**src/rtl/scu_pkg.sv**
```systemverilog
// rtl/scu_pkg.sv - shared state and mode encodings for the signal control unit
package scu_pkg;

    typedef enum logic [2:0] {
        DISABLED = 3'd0,
        ARMED    = 3'd1,
        DELAY    = 3'd2,
        ACTIVE   = 3'd3,
        DONE     = 3'd4
    } scu_state_e;

    typedef enum logic [1:0] {
        FORCE     = 2'd0,
        INVERT    = 2'd1,
        HOLD      = 2'd2,
        FORCE_ALT = 2'd3
    } scu_mode_e;

endpackage

```
**src/rtl/scu_down_counter.sv**
```systemverilog
// rtl/scu_down_counter.sv - loadable down counter that parks at 1 and never wraps
module scu_down_counter #(
    parameter int DW = 8
) (
    input  logic          clk,
    input  logic          rst,
    input  logic          load_i,
    input  logic [DW-1:0] load_val_i,
    input  logic          dec_i,
    output logic          is_one_o,
    output logic          is_zero_o
);

    localparam logic [DW-1:0] ONE = DW'(1);

    logic [DW-1:0] cnt_q;

    // Load wins over decrement; decrement stops at 1 so a loaded 0 stays 0 (sticky).
    always_ff @(posedge clk or posedge rst) begin
        if (rst) begin
            cnt_q <= '0;
        end else if (load_i) begin
            cnt_q <= load_val_i;
        end else if (dec_i && (cnt_q > ONE)) begin
            cnt_q <= cnt_q - ONE;
        end
    end

    assign is_one_o  = (cnt_q == ONE);
    assign is_zero_o = (cnt_q == '0);

endmodule

```
**src/rtl/scu_unit.sv**
```systemverilog
// rtl/scu_unit.sv - inline signal override unit driven by an SMU trigger
module scu_unit
    import scu_pkg::*;
#(
    parameter int C  = 4,
    parameter int DW = 8,
    parameter int CW = 8
) (
    input  logic          clk,
    input  logic          rst,
    input  logic [C-1:0]  s_in,
    output logic [C-1:0]  s_out,
    input  logic          trigger,
    input  logic          ScuEn,
    input  logic [C-1:0]  RegCtrlMask,
    input  logic [C-1:0]  RegCtrlVal,
    input  logic [1:0]    RegCtrlMode,
    input  logic [DW-1:0] RegDelay,
    input  logic [DW-1:0] RegDuration,
    input  logic          RegRearm,
    output logic [2:0]    ScuState,
    output logic          ScuActive,
    output logic [CW-1:0] ScuFireCnt
);

    scu_state_e    state_q, state_d;
    scu_mode_e     mode_q;
    logic [C-1:0]  held_q;
    logic [CW-1:0] fire_cnt_q;
    logic [C-1:0]  ovr;

    logic enter_active;
    logic dly_load, dly_dec, dly_is_one, dly_is_zero;
    logic dur_dec, dur_is_one, dur_is_zero;

    scu_down_counter #(.DW(DW)) u_delay_cnt (
        .clk        (clk),
        .rst        (rst),
        .load_i     (dly_load),
        .load_val_i (RegDelay),
        .dec_i      (dly_dec),
        .is_one_o   (dly_is_one),
        .is_zero_o  (dly_is_zero)
    );

    scu_down_counter #(.DW(DW)) u_duration_cnt (
        .clk        (clk),
        .rst        (rst),
        .load_i     (enter_active),
        .load_val_i (RegDuration),
        .dec_i      (dur_dec),
        .is_one_o   (dur_is_one),
        .is_zero_o  (dur_is_zero)
    );

    // Next state and counter control; losing the enable overrides everything else.
    always_comb begin
        state_d      = state_q;
        enter_active = 1'b0;
        dly_load     = 1'b0;
        dly_dec      = 1'b0;
        dur_dec      = 1'b0;
        if (!ScuEn) begin
            state_d = DISABLED;
        end else begin
            case (state_q)
                DISABLED: state_d = ARMED;
                ARMED: begin
                    if (trigger) begin
                        if (RegDelay == '0) begin
                            state_d      = ACTIVE;
                            enter_active = 1'b1;
                        end else begin
                            state_d  = DELAY;
                            dly_load = 1'b1;
                        end
                    end
                end
                DELAY: begin
                    // A delay counter of zero is unreachable here; treat it like the last cycle.
                    if (dly_is_one || dly_is_zero) begin
                        state_d      = ACTIVE;
                        enter_active = 1'b1;
                    end else begin
                        dly_dec = 1'b1;
                    end
                end
                ACTIVE: begin
                    // A zero duration counter means the override is sticky.
                    if (!dur_is_zero) begin
                        if (dur_is_one) begin
                            state_d = RegRearm ? ARMED : DONE;
                        end else begin
                            dur_dec = 1'b1;
                        end
                    end
                end
                DONE:    state_d = DONE;
                default: state_d = DISABLED;
            endcase
        end
    end

    // State register plus the snapshot taken on every ACTIVE entry.
    always_ff @(posedge clk or posedge rst) begin
        if (rst) begin
            state_q    <= DISABLED;
            mode_q     <= FORCE;
            held_q     <= '0;
            fire_cnt_q <= '0;
        end else begin
            state_q <= state_d;
            if (enter_active) begin
                held_q <= s_in;
                mode_q <= scu_mode_e'(RegCtrlMode);
                if (fire_cnt_q != '1) begin
                    fire_cnt_q <= fire_cnt_q + CW'(1);
                end
            end
        end
    end

    // Override value selected by the mode captured at ACTIVE entry.
    always_comb begin
        case (mode_q)
            INVERT:  ovr = ~s_in;
            HOLD:    ovr = held_q;
            default: ovr = RegCtrlVal;
        endcase
    end

    assign ScuActive  = (state_q == ACTIVE) && ScuEn;
    assign s_out      = ScuActive ? ((RegCtrlMask & ovr) | (~RegCtrlMask & s_in)) : s_in;
    assign ScuState   = state_q;
    assign ScuFireCnt = fire_cnt_q;

endmodule

```
**config.mk**
```make
export PLATFORM = sky130hd
export DESIGN_NAME = scu_unit
export DESIGN_NICKNAME = d
export VERILOG_FILES = /design/src/rtl/scu_pkg.sv /design/src/rtl/scu_down_counter.sv /design/src/rtl/scu_unit.sv
export SDC_FILE = /design/constraint.sdc
export NUM_CORES = 1
export LEC_CHECK = 0
export ABC_CLOCK_PERIOD_IN_PS = 3070
export BUFFER_PORTS_ARGS = -buffer_cell sky130_fd_sc_hd__buf_2
export CORE_AREA = 2 2 67 69
export DETAILED_ROUTE_END_ITERATION = 16
export DIE_AREA = 0 0 69 71
export PLACE_DENSITY = 0.78
export SKIP_CTS_REPAIR_TIMING = 1
export SLEW_MARGIN = 20
export SYNTH_ARGS = -nofsm -noshare
export SYNTH_HDL_FRONTEND = slang
export SYNTH_SLANG_ARGS = --single-unit
```
**constraint.sdc**
```tcl
create_clock -name clk -period 3.07 [get_ports clk]
set_input_delay 0.614 -clock clk [delete_from_list [all_inputs] [get_ports clk]]
set_output_delay 0.614 -clock clk [all_outputs]
set_load 0.01 [all_outputs]
```
-- Yosys cells after proc, flatten, opt, wreduce, memory -nomap -nowiden
Index checks and enable logic that the tools add are counted.
- $add $sub $neg: 3
- order comparisons: 2
- equal/unequal tests: 13
- mux-type cells: 30
- bitwise operators: 5
- reductions and logical operators: 12
- operators with widths (kind ; count):
    $mux W8 ; 4
    $logic_not A8 Y1 ; 3
    $mux W3 ; 6
    $eq A8 B1 Y1 const B ; 2
    $gt A8 B1 Y1 const B ; 2
    $mux W1 ; 16
    $sub A8 B1 Y8 const B ; 2
    $pmux W3 S5 ; 1
    $ne A3 B3 Y1 const B ; 4
    $add A8 B1 Y8 const B ; 1
    $and A4 B4 Y4 ; 2
    $ne A8 B8 Y1 const B ; 1
    $not A4 Y4 ; 2
    $pmux W4 S2 ; 1
    $eq A3 B2 Y1 const B ; 2
    $mux W4 ; 1
    $or A4 B4 Y4 ; 1
    $reduce_and A4 Y1 ; 1
    $reduce_bool A2 Y1 ; 2
    $eq A3 B1 Y1 const B ; 1
    $eq A3 B3 Y1 const B ; 1
    $logic_and A1 B1 Y1 ; 3
    $logic_not A3 Y1 ; 1
    $eq A2 B1 Y1 const B ; 1
    4 further kinds ; 4
- bits in registers: 33
- output and inout bits: 16

-- Depth between registers and ports, before layout
Gate-level depths: netlist of run 1.
- depth after elaboration: 8
- mapped depth: 7

-- By module
Synthesis of run 1 repeated with hierarchy kept, for this count alone.
- cell total of the unflattened synthesis: 235
- area, all modules: 2184.6 sq um
- by module, submodules not included (module ; times used ; cells each ; area each (sq um) ; sequential area each (sq um)):
    scu_unit ; 1 ; 113 ; 1116.1 ; 425.4
    scu_down_counter ; 2 ; 61 ; 534.3 ; 200.2

-- Worst setup path after synthesis of run 1
OpenSTA, ideal clock, no wires.
- path kind: input port to flip-flop
- start: input RegDelay[4]
- end: register fire_cnt_q[6] (netlist: ScuFireCnt[6])
- data arrival time: 2.608 ns
- slack: 0.335 ns
- cell stages on the path: 5
- cell sequence: or4_1 > or4_1 > buf_2 > a2111oi_4 > mux2_1
- longest elaborated chain between the ends: 6
- RTL lines (what ; line ; source):
    from (decl) ; scu_unit.sv:18 ; input logic [DW-1:0] RegDelay,
    $logic_not A8 Y1 ; scu_unit.sv:70 ; if (RegDelay == '0) begin
    $mux W1 ; scu_unit.sv:70 ;
    $mux W1 ; scu_unit.sv:69 ; if (trigger) begin
    $pmux W1 S2 ; scu_unit.sv:66 ; case (state_q)
    $mux W1 ; scu_unit.sv:63 ; if (!ScuEn) begin
    $reduce_and A2 Y1 (no line) ; n/a ;
    to (signal assigned) ; scu_unit.sv:117 ; fire_cnt_q <= fire_cnt_q + CW'(1);
    to (decl) ; scu_unit.sv:29 ; logic [CW-1:0] fire_cnt_q;
Every way passes these cells.
A chain may end at the register's enable or synchronous reset.

-- Worst setup path after layout of run 1
- start: register u_delay_cnt.cnt_q[3]
- end: register fire_cnt_q[7] (netlist: ScuFireCnt[7])
- longest elaborated chain between the ends: 6
- elaborated cells between the ends (all ways): 7
- RTL lines (what ; line ; source):
    from (decl) ; scu_down_counter.sv:16 ; logic [DW-1:0] cnt_q;
    from (signal assigned) ; scu_down_counter.sv:23 ; cnt_q <= load_val_i;
    from (signal assigned) ; scu_down_counter.sv:25 ; cnt_q <= cnt_q - ONE;
    $eq A8 B1 Y1 / $logic_not A8 Y1 (equally long branches) ; scu_down_counter.sv:29, scu_down_counter.sv:30 ;
    $logic_or A1 B1 Y1 (*) ; scu_unit.sv:81 ; if (dly_is_one || dly_is_zero) begin
    $mux W1 (*) ; scu_unit.sv:81 ;
    $pmux W1 S2 (*) ; scu_unit.sv:66 ;
    $mux W1 (*) ; scu_unit.sv:63 ;
    $reduce_and A2 Y1 (no line) (*) ; n/a ;
Every way passes the cells marked *; elsewhere a longest branch is shown, timed or not.

==> flow_metrics.tcl, run 1 <==
set metrics [dict create \
    hold_path.class "primary input to asynchronous set/reset pin" \
    area.sequential_sq_um 826 \
    port_buffers 50 \
    ys_seq_area_share_pct 37.6 \
    fin_crit_sh_pct 93.8 \
    p_seq_share_pct 41.3 \
    pin_count 51 \
    place_congestion 0.806 \
    reg2reg_setup_slack_ns 0.19 \
    drc 0 \
    final_max_slew_viol_count 0 \
    crit_path_end_kind "flip-flop" \
    cts_buffer_depth 2 \
    path_class "flip-flop to flip-flop" \
    synth-edff-count 0 \
    power_switching_mw 0.670 \
    intPower_mw 1.03 \
    drt-total-wl_microns 4830 \
    arrival_ns 3.05 \
    synth_cell_types 55 \
    core_area_sq_mm 0.00420 \
    fin_tns_setup_ns 0 \
    total_power_mw 1.70 \
    initial_core_util_pct 52.2 \
    grt_pass1_wl_microns 8160 \
    rr_worst_depth 4 \
    drtAntennaViolNets 0 \
    fmax_mhz 347 \
    cap_viol_max_count 0 \
    synth_fp_nets 269 \
    outcome "finished, final reports clean" \
    required_ns 3.24 \
    tightestPinTransition_ns 0.831 \
    die_x_microns 69 \
    synthFlopType "dfrtp_1" \
    clk_latency_ns 0.29 \
    slowest_stage "or4_4" \
    cts_tree "built" \
    synth_compound_area_share_pct 23.8 \
    clkPwrFrac_pct 19.3 \
    finalHoldViolations 0 \
    synthXorXnorAreaFrac_pct 3.19 \
    period_minus_slack_ns 2.88 \
    wire_per_inst_microns 14.7 \
    finClkSkew_ns 0.00549 \
    critPathLaunchType "flip-flop" \
    synth_simple_gate_area_share_pct 17.3 \
    setup-violations-final 0 \
    num-nets-final 320 \
    grt_usage_pct 20.6 \
    power_density_mw_per_mm2 661 \
    syn-mean-instance-area_sq_um 9.72 \
    synth_mux_area_share_pct 8.55 \
    dp_hpwl_microns 3630 \
    cts-root-buf "clkbuf_8" \
    synth-warning-count 0 \
    grt_pass1_vias 1814 \
    global_route.overflow_total 0 \
    antennaDiodeCount 0 \
    yosys.area.top_type "dfrtp_1" \
    cts_htree_levels 2 \
    fin_ws_ns 0.192 \
    cts-buffers-inserted 5 \
    cts_num_sinks 33 \
    synthArstFlopShare_pct 100 \
    synthToLayoutAreaGrowth_pct 17.3 \
    r2r_end "ScuFireCnt[7]" \
    crit_path_max_fanout 13 \
    route.vias.total 1959 \
    dp_slack_ns 0.146 \
    ir_worst_vdd_mv 0.437 \
    rows 24 \
    grt_max_degree 34 \
    power_frac_comb_pct 39.4 \
    synth_top_family_by_area "compound AO/OA/AOI/OAI gates" \
    multi_input_area_sq_mm 0.00126 \
    die_h_microns 71 \
    die_area_sq_mm 0.00490 \
    crit_start "u_delay_cnt.cnt_q[3]" \
    nFillCells 369 \
    timing.rr.start "u_delay_cnt.cnt_q[3]" \
    rsz0062_at_grt "false" \
    dr.pass1.iters 4 \
    path_clk_slew_ns 0.07 \
    ys_ff_latch 33 \
    crit_family "simple AND/OR/NAND/NOR gates" \
    switching_share_pct 39.3 \
    maxSlewHeadroom_pct 44.2 \
    syn_area_sq_mm 0.00220 \
    drt_iter0_drc 97 \
    avgViaCountPerCell 5.95 \
    cp_num_buf_inv 0 \
    power.leakage_nw 1.22 \
    layout.core_utilization_pct 61.3 \
    antenna_found_initial 0 \
    syn_inst 226 \
    yosysTopAreaCellShare_pct 37.6 \
    drive_gt1_share_pct 31.4 \
    crit_chain "or4_1 > or4_4 > a2111oi_0 > mux2_2" \
    synthAdderAreaFrac_pct 4.56 \
    cpPeakStageDelay_ns 0.68 \
    ys_top_cells_by_area "dfrtp_1 38%, mux2_2 6.7%, ha_1 4.6%, inv_1 3.1%, a2111oi_2 2.7%" \
]
-- cell type report --
cell class / count / share of cell area (%)
sequential: 33 / 32.1
multi-input combinational: 166 / 48.9
clock buffer: 7 / 3.35
timing repair buffer: 53 / 10.6
tap: 52 / 2.53
inverter: 18 / 2.62
-- kinds of logic after synthesis --
| family | Yosys count |
|---|---|
| compound gates | 64 |
| xor+xnor | 8 |
| fa+ha+maj | 8 |
| buf+inv | 27 |
| flops | 33 |
| mux | 17 |
| simple gates | 69 |
-- cells in the final DEF (no fill, tap or decap), types with 3 or more instances in the layout --
| cell | count |
|---|---|
| clkbuf_8 | 6 |
| nor2_1 | 10 |
| nor2b_1 | 3 |
| a31o_2 | 4 |
| a21oi_1 | 7 |
| mux2_2 | 13 |
| o2111ai_1 | 3 |
| xor2_1 | 6 |
| mux2i_1 | 3 |
| nand2_1 | 16 |
| o21ai_0 | 9 |
| nand2b_1 | 4 |
| a22oi_1 | 4 |
| o311ai_0 | 3 |
| nand3_1 | 5 |
| or4_1 | 5 |
| inv_1 | 18 |
| or3_1 | 7 |
| nor3_1 | 5 |
| a31oi_1 | 6 |
| nand4_1 | 3 |
| ha_1 | 8 |
| a211oi_1 | 4 |
| buf_4 | 3 |
| buf_2 | 50 |
| dfrtp_1 | 33 |
| a2111oi_2 | 4 |
-- power by group through the flow --
| stage | Combinational, mW | Sequential (mW) | Clock (mW) |
|---|---|---|---|
| global route | 0.758 | 0.728 | 0.357 |
| CTS | 0.675 | 0.702 | 0.338 |
| global placement | 0.656 | 0.705 | 0 |
| detailed placement | 0.672 | 0.709 | 0 |
| finish | 0.672 | 0.704 | 0.328 |
| floorplan | 0.527 | 0.671 | 0 |
-- layer usage --
metal / vias to the layer above / part of all wire [%] / track usage (%) / wire length, microns
met2: 38 / 50 / 35.6 / 2410
met4: 0 / 1.8 / 7.41 / 87
met1: 941 / 44 / 25.0 / 2130
met5: - / 0 / 0 / 0
met3: 9 / 4.4 / 5.27 / 212
li1: 971 / - / - / -
-- worst min-delay path, cell delays in order --
cell and delay, ns:
buf_2 0.09, inv_1 0.04, buf_4 0.37
-- how the worst max path moves through the flow --
| stage | slack (ns) | end | depth (start not counted) |
|---|---|---|---|
| after detailed placement | 0.15 | ScuFireCnt[7] | 5 |
| after CTS | 0.23 | ScuFireCnt[7] | 4 |
| after global placement | 0.21 | ScuFireCnt[6] | 6 |
| after global routing | 0.15 | ScuFireCnt[7] | 4 |
| after floorplan | 0.33 | ScuFireCnt[6] | 5 |
| final | 0.19 | ScuFireCnt[7] | 4 |
-- stage by stage --
stage / std cells / hold slack [ns] / area [sq um]
3_5_place_dp: 322 / 0.499 / 2490
3_3_place_gp: 322 / 0.475 / 2490
5_1_grt: 329 / 0.451 / 2580
2_1_floorplan: 226 / 0.456 / 2200
6_report: 329 / 0.406 / 2580
4_1_cts: 329 / 0.419 / 2580
-- Yosys cell counts, drive strengths merged (2+ instances only) --
cell      n
o21ai     9
ha        8
nor3      5
nand4     3
a2111oi   7
a211o     2
dfrtp    33
clkbuf    5
a22oi     4
nand3     5
buf       4
o311ai    3
a31oi     6
nor2     10
nor2b     3
a21o      2
a221o     2
a31o      4
o211ai    2
inv      18
or3       8
o2111ai   3
xor2      6
mux2i     3
nand2    16
a21oi     7
xnor2     2
or4       6
nand2b    4
a211oi    5
and3      2
mux2     14
o31ai     2
-- state kept, by name (all words and copies together) (netlist names) --
register	count
u_delay_cnt.cnt_q	8
u_duration_cnt.cnt_q	8
held_q	4
mode_q	2
ScuFireCnt	8
ScuState	3
No activity file was read; power rests on OpenSTA's default activity.
==> run 2: changes to the inputs <==
--- a/config.mk
+++ b/config.mk
@@ -5,12 +5,13 @@
 export SDC_FILE = /design/constraint.sdc
 export NUM_CORES = 1
 export LEC_CHECK = 0
+export ABC_AREA = 1
 export ABC_CLOCK_PERIOD_IN_PS = 3070
 export BUFFER_PORTS_ARGS = -buffer_cell sky130_fd_sc_hd__buf_2
-export CORE_AREA = 2 2 67 69
+export CORE_AREA = 2 2 68 70
 export DETAILED_ROUTE_END_ITERATION = 16
-export DIE_AREA = 0 0 69 71
-export PLACE_DENSITY = 0.78
+export DIE_AREA = 0 0 70 72
+export PLACE_DENSITY = 0.79
 export SKIP_CTS_REPAIR_TIMING = 1
 export SLEW_MARGIN = 20
 export SYNTH_ARGS = -nofsm -noshare
==> flow_metrics.tcl, run 2 <==
set metrics [dict create \
    cts_htree_levels 2 \
    tightestPinTransition_ns 0.515 \
    synth_cell_types 32 \
    cts-buffers-inserted 5 \
    num-nets-final 414 \
    antenna_found_initial 0 \
    port_buffers 50 \
    path_class "flip-flop to output pin" \
    crit_chain "inv_1 > nand4_1 > inv_1 > nand2_1 > a211oi_1 > a21oi_1 > buf_2" \
    die_area_sq_mm 0.00504 \
    ir_worst_vdd_mv 0.491 \
    synthFlopType "dfrtp_1" \
    grt_usage_pct 21.0 \
    initial_core_util_pct 54.3 \
    ys_top_cells_by_area "dfrtp_1 36%, nand2_1 14%, nand3_1 7.3%, inv_1 6.8%, nor2_1 5.2%" \
    clk_latency_ns 0.29 \
    syn_area_sq_mm 0.00232 \
    arrival_ns 1.73 \
    drt_iter0_drc 90 \
    reg2reg_setup_slack_ns 1.03 \
    drtAntennaViolNets 0 \
    maxSlewHeadroom_pct 65.6 \
    cts_buffer_depth 2 \
    rsz0062_at_grt "false" \
    fin_ws_ns 0.730 \
    cts_num_sinks 33 \
    slowest_stage "dfrtp_1" \
    synth-edff-count 0 \
    avgViaCountPerCell 5.02 \
    wl_met2_microns 2330 \
    final_common_cell "nand2_1" \
    synth.most_common_cell "nand2_1" \
    outcome "finished, final reports clean" \
    final_max_slew_viol_count 0 \
    grt_pass1_wl_microns 8550 \
    cp_common_cell "inv_1" \
    path_clk_slew_ns 0.07 \
    crit_family "buffers and inverters" \
    syn-mean-instance-area_sq_um 7.31 \
    drc 0 \
    finalHoldViolations 0 \
    die_h_microns 72 \
    fmax_mhz 427 \
    power.leakage_nw 1.44 \
    critPathLaunchType "flip-flop" \
    dr.pass1.iters 6 \
    finClkSkew_ns 0.0102 \
    setup-violations-final 0 \
    wire_per_inst_microns 11.5 \
    crit_path_end_kind "output pin" \
    synthArstFlopShare_pct 100 \
    ys_ff_latch 33 \
    place_congestion 0.789 \
    power_density_mw_per_mm2 784 \
    syn_inst 317 \
    crit_cells 7 \
    ys_seq_area_share_pct 35.6 \
    final_cell_mix "84 x nand2_1, 50 x buf_2, 42 x inv_1, 34 x nand3_1, 33 x dfrtp_1" \
    rows 24 \
    grt_max_degree 34 \
    fin_crit_sh_pct 76.2 \
    cpPeakStageDelay_ns 0.43 \
    cap_viol_max_count 0 \
    top_layer "met4" \
    drive_gt1_share_pct 23.5 \
    cts_tree "built" \
    crit_path_max_fanout 5 \
    cts-root-buf "clkbuf_8" \
    antennaDiodeCount 0 \
    synth_commonest_cells "84 x nand2_1, 42 x inv_1, 34 x nand3_1, 33 x dfrtp_1, 32 x nor2_1" \
    synth_fp_nets 360 \
    rr_worst_depth 11 \
    wl_met1_microns 2250 \
    core_area_sq_mm 0.00426 \
    required_ns 2.46 \
    route.vias.total 2125 \
    die_x_microns 70 \
    hold_path.class "primary input to asynchronous set/reset pin" \
    grt_pass1_vias 1972 \
    synthToLayoutAreaGrowth_pct 17.1 \
    drt-total-wl_microns 4850 \
    fin_tns_setup_ns 0 \
    period_minus_slack_ns 2.34 \
    yosys.area.top_type "dfrtp_1" \
    yosysTopAreaCellShare_pct 35.6 \
    dp_hpwl_microns 3650 \
    synth-warning-count 0 \
    pin_count 51 \
    global_route.overflow_total 0 \
    cp_num_buf_inv 3 \
    dr_wl_met3_microns 195 \
    dp_slack_ns 0.794 \
]
## run 2: cells by family (layout without fill, tap and decap cells)
| logic type | after synthesis | count (layout) | share of synthesized area, % |
|---|---|---|---|
| XOR/XNOR | 11 | 11 | 4.16 |
| AND/OR/NAND/NOR | 172 | 172 | 34.9 |
| adder cells (fa/ha/maj) | 8 | 8 | 4.32 |
| multiplexers | 1 | 1 | 0.432 |
| flip-flops | 33 | 33 | 35.6 |
| buffers and inverters | 52 | 106 | 9.12 |
| AO/OA/AOI/OAI | 40 | 40 | 11.4 |
## run 2: worst reg2reg max path: cells and delay by family, from the launching register on
kind / cells / cell delay, ns
compound gates: 1 / 0.06
fa+ha+maj: 1 / 0.21
buf+inv: 2 / 0.22
simple gates: 7 / 0.99
flops: 1 / 0.42
## run 2: final cells by class
| class | instances | area (sq um) |
|---|---|---|
| fill | 386 | 1550 |
| clock inverter | 2 | 35.0 |
| sequential | 33 | 826 |
| multi-input combinational | 232 | 1280 |
| clock buffer | 5 | 68.8 |
| tap | 52 | 65.1 |
| timing repair buffer | 51 | 258 |
| inverter | 48 | 180 |
## run 2: path summary, 6_finish.rpt
path / start / to
max in group asynchronous: rst / u_duration_cnt.cnt_q[1]
min in group clk: held_q[1] / held_q[1]
worst min register to register: held_q[1] / held_q[1]
worst max register to register: u_delay_cnt.cnt_q[0] / ScuState[0]
worst min-delay path: rst / u_delay_cnt.cnt_q[6]
worst max-delay path: ScuState[2] / s_out[3]
## run 2: power breakdown
group,switching (mW),internal (mW),total [mW]
clock,0.159,0.236,0.395
combinational,0.591,0.382,0.972
sequential,0.159,0.601,0.760
total,0.909,1.22,2.13
## run 2: metrics by stage
step	util (%)	cells	power [mW]	instance area [sq um]	hold WS [ns]
4_1_cts	63.6	423	2.14	2710	0.424
5_1_grt	63.6	423	2.34	2710	0.443
3_5_place_dp	61.2	416	1.74	2610	0.475
6_report	63.6	423	2.13	2710	0.408
3_3_place_gp	61.2	416	1.70	2610	0.464
2_1_floorplan	-	317	1.50	2320	0.455
## run 2: per-layer routing
layer / track usage, % / vias up
met5: 0 / -
met4: 7.26 / 0
met3: 5.28 / 7
met2: 35.9 / 30
met1: 26.1 / 973
li1: - / 1115
